**src/rtl/seq_multiplier.sv**
```systemverilog
// Iterative shift-add multiplier: WIDTH add/shift cycles through a chain of 4-bit CLA groups.
// Optional two's complement operands when SEQ_MULTIPLIER_SIGNED_EN is defined.

module seq_multiplier_cla4 (
  input  logic [3:0] a,
  input  logic [3:0] b,
  input  logic       cin,
  output logic [3:0] s,
  output logic       cout
);

  logic [3:0] p;
  logic [3:0] g;
  logic [4:0] c;

  // All group carries are computed directly from generate/propagate terms
  always_comb begin
    p    = a ^ b;
    g    = a & b;
    c[0] = cin;
    c[1] = g[0] | (p[0] & cin);
    c[2] = g[1] | (p[1] & g[0]) | (p[1] & p[0] & cin);
    c[3] = g[2] | (p[2] & g[1]) | (p[2] & p[1] & g[0]) | (p[2] & p[1] & p[0] & cin);
    c[4] = g[3] | (p[3] & g[2]) | (p[3] & p[2] & g[1]) | (p[3] & p[2] & p[1] & g[0])
         | (p[3] & p[2] & p[1] & p[0] & cin);
    s    = p ^ c[3:0];
    cout = c[4];
  end

endmodule

module seq_multiplier #(
  parameter int WIDTH = 16
) (
  input  logic               clk,
  input  logic               rst,
  input  logic               start,
  input  logic [WIDTH-1:0]   a,
  input  logic [WIDTH-1:0]   b,
  output logic               ready,
  output logic               busy,
  output logic               done,
  output logic [2*WIDTH-1:0] product
);

  localparam int NG = WIDTH / 4;
  localparam int CW = $clog2(WIDTH) + 1;
  localparam logic [CW-1:0] LAST = CW'(WIDTH - 1);

  typedef enum logic [1:0] {IDLE, RUN, DONE} state_t;

  state_t             state;
  state_t             state_nxt;
  logic [WIDTH-1:0]   mcand;
  logic [WIDTH-1:0]   mplier;
  logic [WIDTH-1:0]   acc_hi;
  logic [CW-1:0]      cnt;
  logic [WIDTH-1:0]   addend;
  logic [WIDTH-1:0]   sum_lo;
  logic [NG:0]        carry;
  logic [WIDTH:0]     sum;
  logic [2*WIDTH-1:0] step;
  logic [2*WIDTH-1:0] result;

  assign addend   = mplier[0] ? mcand : '0;
  assign carry[0] = 1'b0;

  for (genvar gi = 0; gi < NG; gi++) begin : g_cla
    seq_multiplier_cla4 u_cla (
      .a    (acc_hi[4*gi +: 4]),
      .b    (addend[4*gi +: 4]),
      .cin  (carry[gi]),
      .s    (sum_lo[4*gi +: 4]),
      .cout (carry[gi+1])
    );
  end

  // Carry-out of the top group becomes the new top bit of the accumulator
  assign sum  = {carry[NG], sum_lo};
  assign step = {sum, mplier[WIDTH-1:1]};

`ifdef SEQ_MULTIPLIER_SIGNED_EN
  logic             neg;
  logic [WIDTH-1:0] a_mag;
  logic [WIDTH-1:0] b_mag;

  assign a_mag  = a[WIDTH-1] ? (~a + 1'b1) : a;
  assign b_mag  = b[WIDTH-1] ? (~b + 1'b1) : b;
  assign result = neg ? (~step + 1'b1) : step;
`else
  assign result = step;
`endif

  always_ff @(posedge clk or posedge rst) begin
    if (rst) state <= IDLE;
    else     state <= state_nxt;
  end

  always_comb begin
    state_nxt = state;
    case (state)
      IDLE:    if (start) state_nxt = RUN;
      RUN:     if (cnt == LAST) state_nxt = DONE;
      DONE:    state_nxt = IDLE;
      default: state_nxt = IDLE;
    endcase
  end

  // Product is written only on the final iteration, so it holds through the next RUN
  always_ff @(posedge clk or posedge rst) begin
    if (rst) begin
      mcand   <= '0;
      mplier  <= '0;
      acc_hi  <= '0;
      cnt     <= '0;
      product <= '0;
`ifdef SEQ_MULTIPLIER_SIGNED_EN
      neg     <= 1'b0;
`endif
    end else begin
      case (state)
        IDLE: begin
          if (start) begin
`ifdef SEQ_MULTIPLIER_SIGNED_EN
            mcand  <= a_mag;
            mplier <= b_mag;
            neg    <= a[WIDTH-1] ^ b[WIDTH-1];
`else
            mcand  <= a;
            mplier <= b;
`endif
            acc_hi <= '0;
            cnt    <= '0;
          end
        end
        RUN: begin
          {acc_hi, mplier} <= step;
          cnt              <= cnt + 1'b1;
          if (cnt == LAST) product <= result;
        end
        default: ;
      endcase
    end
  end

  assign ready = (state == IDLE);
  assign busy  = !ready;
  assign done  = (state == DONE);

endmodule

```
**config.mk**
```make
export PLATFORM = sky130hd
export DESIGN_NAME = seq_multiplier
export DESIGN_NICKNAME = d
export VERILOG_FILES = /design/src/rtl/seq_multiplier.sv
export SDC_FILE = /design/constraint.sdc
export NUM_CORES = 1
export LEC_CHECK = 0
export ABC_AREA = 1
export CAP_MARGIN = 30
export CORE_UTILIZATION = 41
export CTS_CLUSTER_DIAMETER = 60
export DETAILED_ROUTE_END_ITERATION = 12
export PLACE_DENSITY = 0.68
export SYNTH_ARGS = -nofsm -noshare
export SYNTH_HDL_FRONTEND = slang
export SYNTH_SLANG_ARGS = --single-unit
```
**constraint.sdc**
```tcl
create_clock -name clk -period 3.2 [get_ports clk]
set_input_delay 0.64 -clock clk [delete_from_list [all_inputs] [get_ports clk]]
set_output_delay 0.64 -clock clk [all_outputs]
set_load 0.03 [all_outputs]
```
==> summary.txt <==
Logic synthesis
  • Number of distinct library cells after synthesis: 38
  • Part of the Yosys area used for sequential elements: 0.514
  • Post-synthesis register bit count: 87
  • Proportion of synthesized flip-flops having asynchronous set or reset: 1.00
  • EDFF count, synth: 0
  • Post-Synthesis Mean Instance Area: 9.36 µm²
  • Syn_nets: 509
  • Post-Syn Instances: 452
  • Netlist area before placement: 0.00423 mm²
  • Main synth FF type: sky130_fd_sc_hd__dfrtp_1
  • Synth warn: 0

Timing
  • Worst slew slack as a fraction of its limit: 0.583
  • Hold Slack: 0.482 ns
  • Final critical-path share of the clock period: 0.817
  • Setup TNS: 0 ns
  • Number of hold-slack violations in the final timing report: 0
  • Actual transition at the worst max-transition pin: 0.625 ns
  • Final Slew Violations: 0
  • Finish-stage setup viols: 0
  • Clock tree skew after final layout: 0.00904 ns
  • Time the worst path needs with I/O delays and setup: 2.61 ns
  • Unrepaired setup endpoints after global routing: false
  • Highest achievable clock rate: 0.383 GHz
  • Final critical-path setup slack: 0.586 ns

Floorplan
  • Starting density of the core: 0.427
  • Die Y: 104 µm
  • Ports: 70
  • Core region area: 0.00991 mm²
  • Overall die width: 104 µm
  • DIE AREA: 0.0107 mm²
  • Row cnt: 36

Worst setup path
  • Kind of start point of the critical path: register
  • Worst path required time: 3.47 ns
  • Critical-path maximum fanout: 17
  • Signal arrival time at the worst endpoint: 2.89 ns
  • Sort of element at the end of the critical path: register
  • Kind of critical path: reg2reg

Power
  • Switching power of the nets: 0.00268 W
  • Switch share: 0.433
  • Internal power of the cells: 0.00351 W
  • Max IR drop VDD: 430 µV
  • Power density normalized to cell area: 1170 mW/mm²
  • Share of power burned in the clock network: 0.152
  • Combinational share of power: 0.534
  • Leakage power summed over all cells: 2.61 nW
  • Share of power burned in registers: 0.314

Clock tree
  • Number of instances resized during post-cts repair: 0
  • Clock transition at path regs: 0.09 ns
  • Clock tree from TritonCTS: built
  • Max Buffers Root-to-Sink: 2
  • Number of setup buffers added after CTS: 0
  • Clock root cell: sky130_fd_sc_hd__clkbuf_8
  • Hold-fix buffer count after cts: 0
  • Clock buffer count from CTS: 9
  • TritonCTS Sinks: 87
  • Worst-Skew Late Latency: 0.35 ns
  • Number of levels in the clock H-tree: 3

Global routing
  • Initial antenna violation count: 0
  • GRT Residual Overflow: 0
  • Gr usage total: 0.177
  • Vias in the first global route: 3167
  • Largest net degree at the start of global routing: 53
  • First-pass GRT wire length: 15100 µm

Route
  • Detailed-router iteration count before antenna repair: 4
  • Drt drc: 0
  • Detailed-route wire length per cell: 13.4 µm
  • Count of vias placed by the detailed router: 3216
  • Via/cell ratio: 4.91
  • Post-route antenna net violation count: 0
  • Total wirelength of the detailed-routed design: 8770 µm
  • Starting DRT DRC Count: 141

Cells and area
  • Proportion of layout cells with a drive suffix above 1: 0.0690
  • Final #Nets: 574
  • Number of diodes: 0
  • Syn-to-layout area delta: 24.6%
  • Fill cell count: 897
  • Final Core Density: 0.532

Placement
  • Post-placement setup slack: 0.576 ns
  • GPL Wtd Cong: 0.839
  • Final HPWL DP: 6100 µm
  • Port buffer count: 69

Hold path
  • Min-Delay Path Class: reg2reg

Run
  • Number of maximum-capacitance violations: 0

Status
  • Result of the run: complete, no violations
## layer usage
metal  up-vias  wire [µm]  global-route usage
met3        11        323              0.0327
met5         -          0                   0
met4         0        146              0.0683
met1      1529       4360               0.245
li1       1613          -                   -
met2        63       3940               0.276
## cells in the mapped netlist (3+ instances only)
library cell               count  share of area
sky130_fd_sc_hd__nand2_1     114           0.10
sky130_fd_sc_hd__dfrtp_1      87           0.51
sky130_fd_sc_hd__inv_1        53          0.047
sky130_fd_sc_hd__o21ai_1      38          0.045
sky130_fd_sc_hd__ha_1         18          0.053
sky130_fd_sc_hd__nand3_1      17          0.020
sky130_fd_sc_hd__mux2_1       16          0.043
sky130_fd_sc_hd__nor2_1       12          0.011
sky130_fd_sc_hd__a221oi_1     11          0.023
sky130_fd_sc_hd__nor3_1       11          0.013
sky130_fd_sc_hd__a21oi_1       7         0.0083
sky130_fd_sc_hd__clkbuf_1      6         0.0053
sky130_fd_sc_hd__inv_2         6         0.0053
sky130_fd_sc_hd__buf_2         5         0.0059
sky130_fd_sc_hd__o211ai_1      5         0.0089
sky130_fd_sc_hd__fa_1          4          0.019
sky130_fd_sc_hd__nand2_2       4         0.0059
sky130_fd_sc_hd__xor2_1        4         0.0083
sky130_fd_sc_hd__buf_4         3         0.0053
sky130_fd_sc_hd__buf_6         3         0.0080
sky130_fd_sc_hd__nand3b_1      3         0.0053
sky130_fd_sc_hd__o21ai_0       3         0.0035
## layout by cell type, fill, tap and decap left out, drive strengths merged, types with 5 or more instances in the layout
master	count
clkdlybuf4s50	69
inv	61
o211ai	5
dfrtp	87
clkbuf	9
mux2	16
nand3	17
nand2	119
o21ai	41
a21oi	7
nor2	15
a221oi	11
ha	18
nor3	11
## final cells by class
cell class	instances	area [µm²]	area share
Clock buffer	9	124	0.0235
Clock inverter	7	128	0.0242
Inverter	59	223	0.0422
Multi-Input combinational cell	287	1720	0.327
Sequential cell	87	2180	0.413
Tap cell	133	166	0.0316
Timing Repair Buffer	73	733	0.139
## worst max-delay path: stages (launching register included)
cell and delay (ns):
sky130_fd_sc_hd__dfrtp_1 0.67, sky130_fd_sc_hd__nand2_1 0.10, sky130_fd_sc_hd__inv_1 0.08, sky130_fd_sc_hd__ha_1 0.25, sky130_fd_sc_hd__or2_0 0.23, sky130_fd_sc_hd__nand2_1 0.09, sky130_fd_sc_hd__nand2_2 0.08, sky130_fd_sc_hd__nand2_1 0.08
sky130_fd_sc_hd__nand2_2 0.08, sky130_fd_sc_hd__nand2_1 0.08, sky130_fd_sc_hd__nand2_2 0.08, sky130_fd_sc_hd__fa_1 0.38, sky130_fd_sc_hd__xor2_1 0.15, sky130_fd_sc_hd__inv_1 0.06, sky130_fd_sc_hd__o21ai_0 0.14
## registers in the layout (all words and copies together) (netlist names)
| name | count |
|---|---|
| product | 32 |
| acc_hi | 16 |
| state | 2 |
| mcand | 16 |
| mplier | 16 |
| cnt | 5 |
## cell families (layout without fill, tap and decap cells)
group / count (synthesis) / after routing / synth area share
xor+xnor: 6 / 6 / 0.0124
mux: 16 / 16 / 0.0426
flops: 87 / 87 / 0.514
simple gates: 170 / 170 / 0.175
buf+inv: 78 / 148 / 0.0786
fa+ha+maj: 22 / 22 / 0.0721
compound gates: 73 / 73 / 0.105
## path summary, 6_finish.rpt
| kind | start | depth (start not counted) | slack, ns | endpoint |
|---|---|---|---|---|
| max in group asynchronous | rst | 3 | 1.85 | mcand[15]$_DFFE_PP0P_ |
| hold / removal | product[20]$_DFFE_PP0P_ | 2 | 0.48 | product[20]$_DFFE_PP0P_ |
| setup reg to reg | mplier[0]$_DFFE_PP0P_ | 14 | 0.59 | acc_hi[12]$_DFFE_PP0P_ |
| min in group asynchronous | rst | 2 | 0.66 | product[12]$_DFFE_PP0P_ |
| setup / recovery | mplier[0]$_DFFE_PP0P_ | 14 | 0.59 | acc_hi[12]$_DFFE_PP0P_ |
| hold reg to reg | product[20]$_DFFE_PP0P_ | 2 | 0.48 | product[20]$_DFFE_PP0P_ |
## power by group through the flow
stage          Combinational (W)  Clock (W)  Sequential, W
2_1_floorplan            0.00216          0        0.00221
3_3_place_gp             0.00320          0        0.00195
3_5_place_dp             0.00331          0        0.00196
4_1_cts                  0.00332   0.000971        0.00195
5_1_grt                  0.00374    0.00102        0.00201
6_report                 0.00330   0.000942        0.00194
## metrics by stage
step           power (W)  instances  cell area [µm²]
2_1_floorplan    0.00437        452             4230
3_3_place_gp     0.00515        639             5020
3_5_place_dp     0.00528        639             5020
4_1_cts          0.00624        655             5270
5_1_grt          0.00677        655             5270
6_report         0.00619        655             5270
Note: power is estimated with default switching activity, not from simulation.
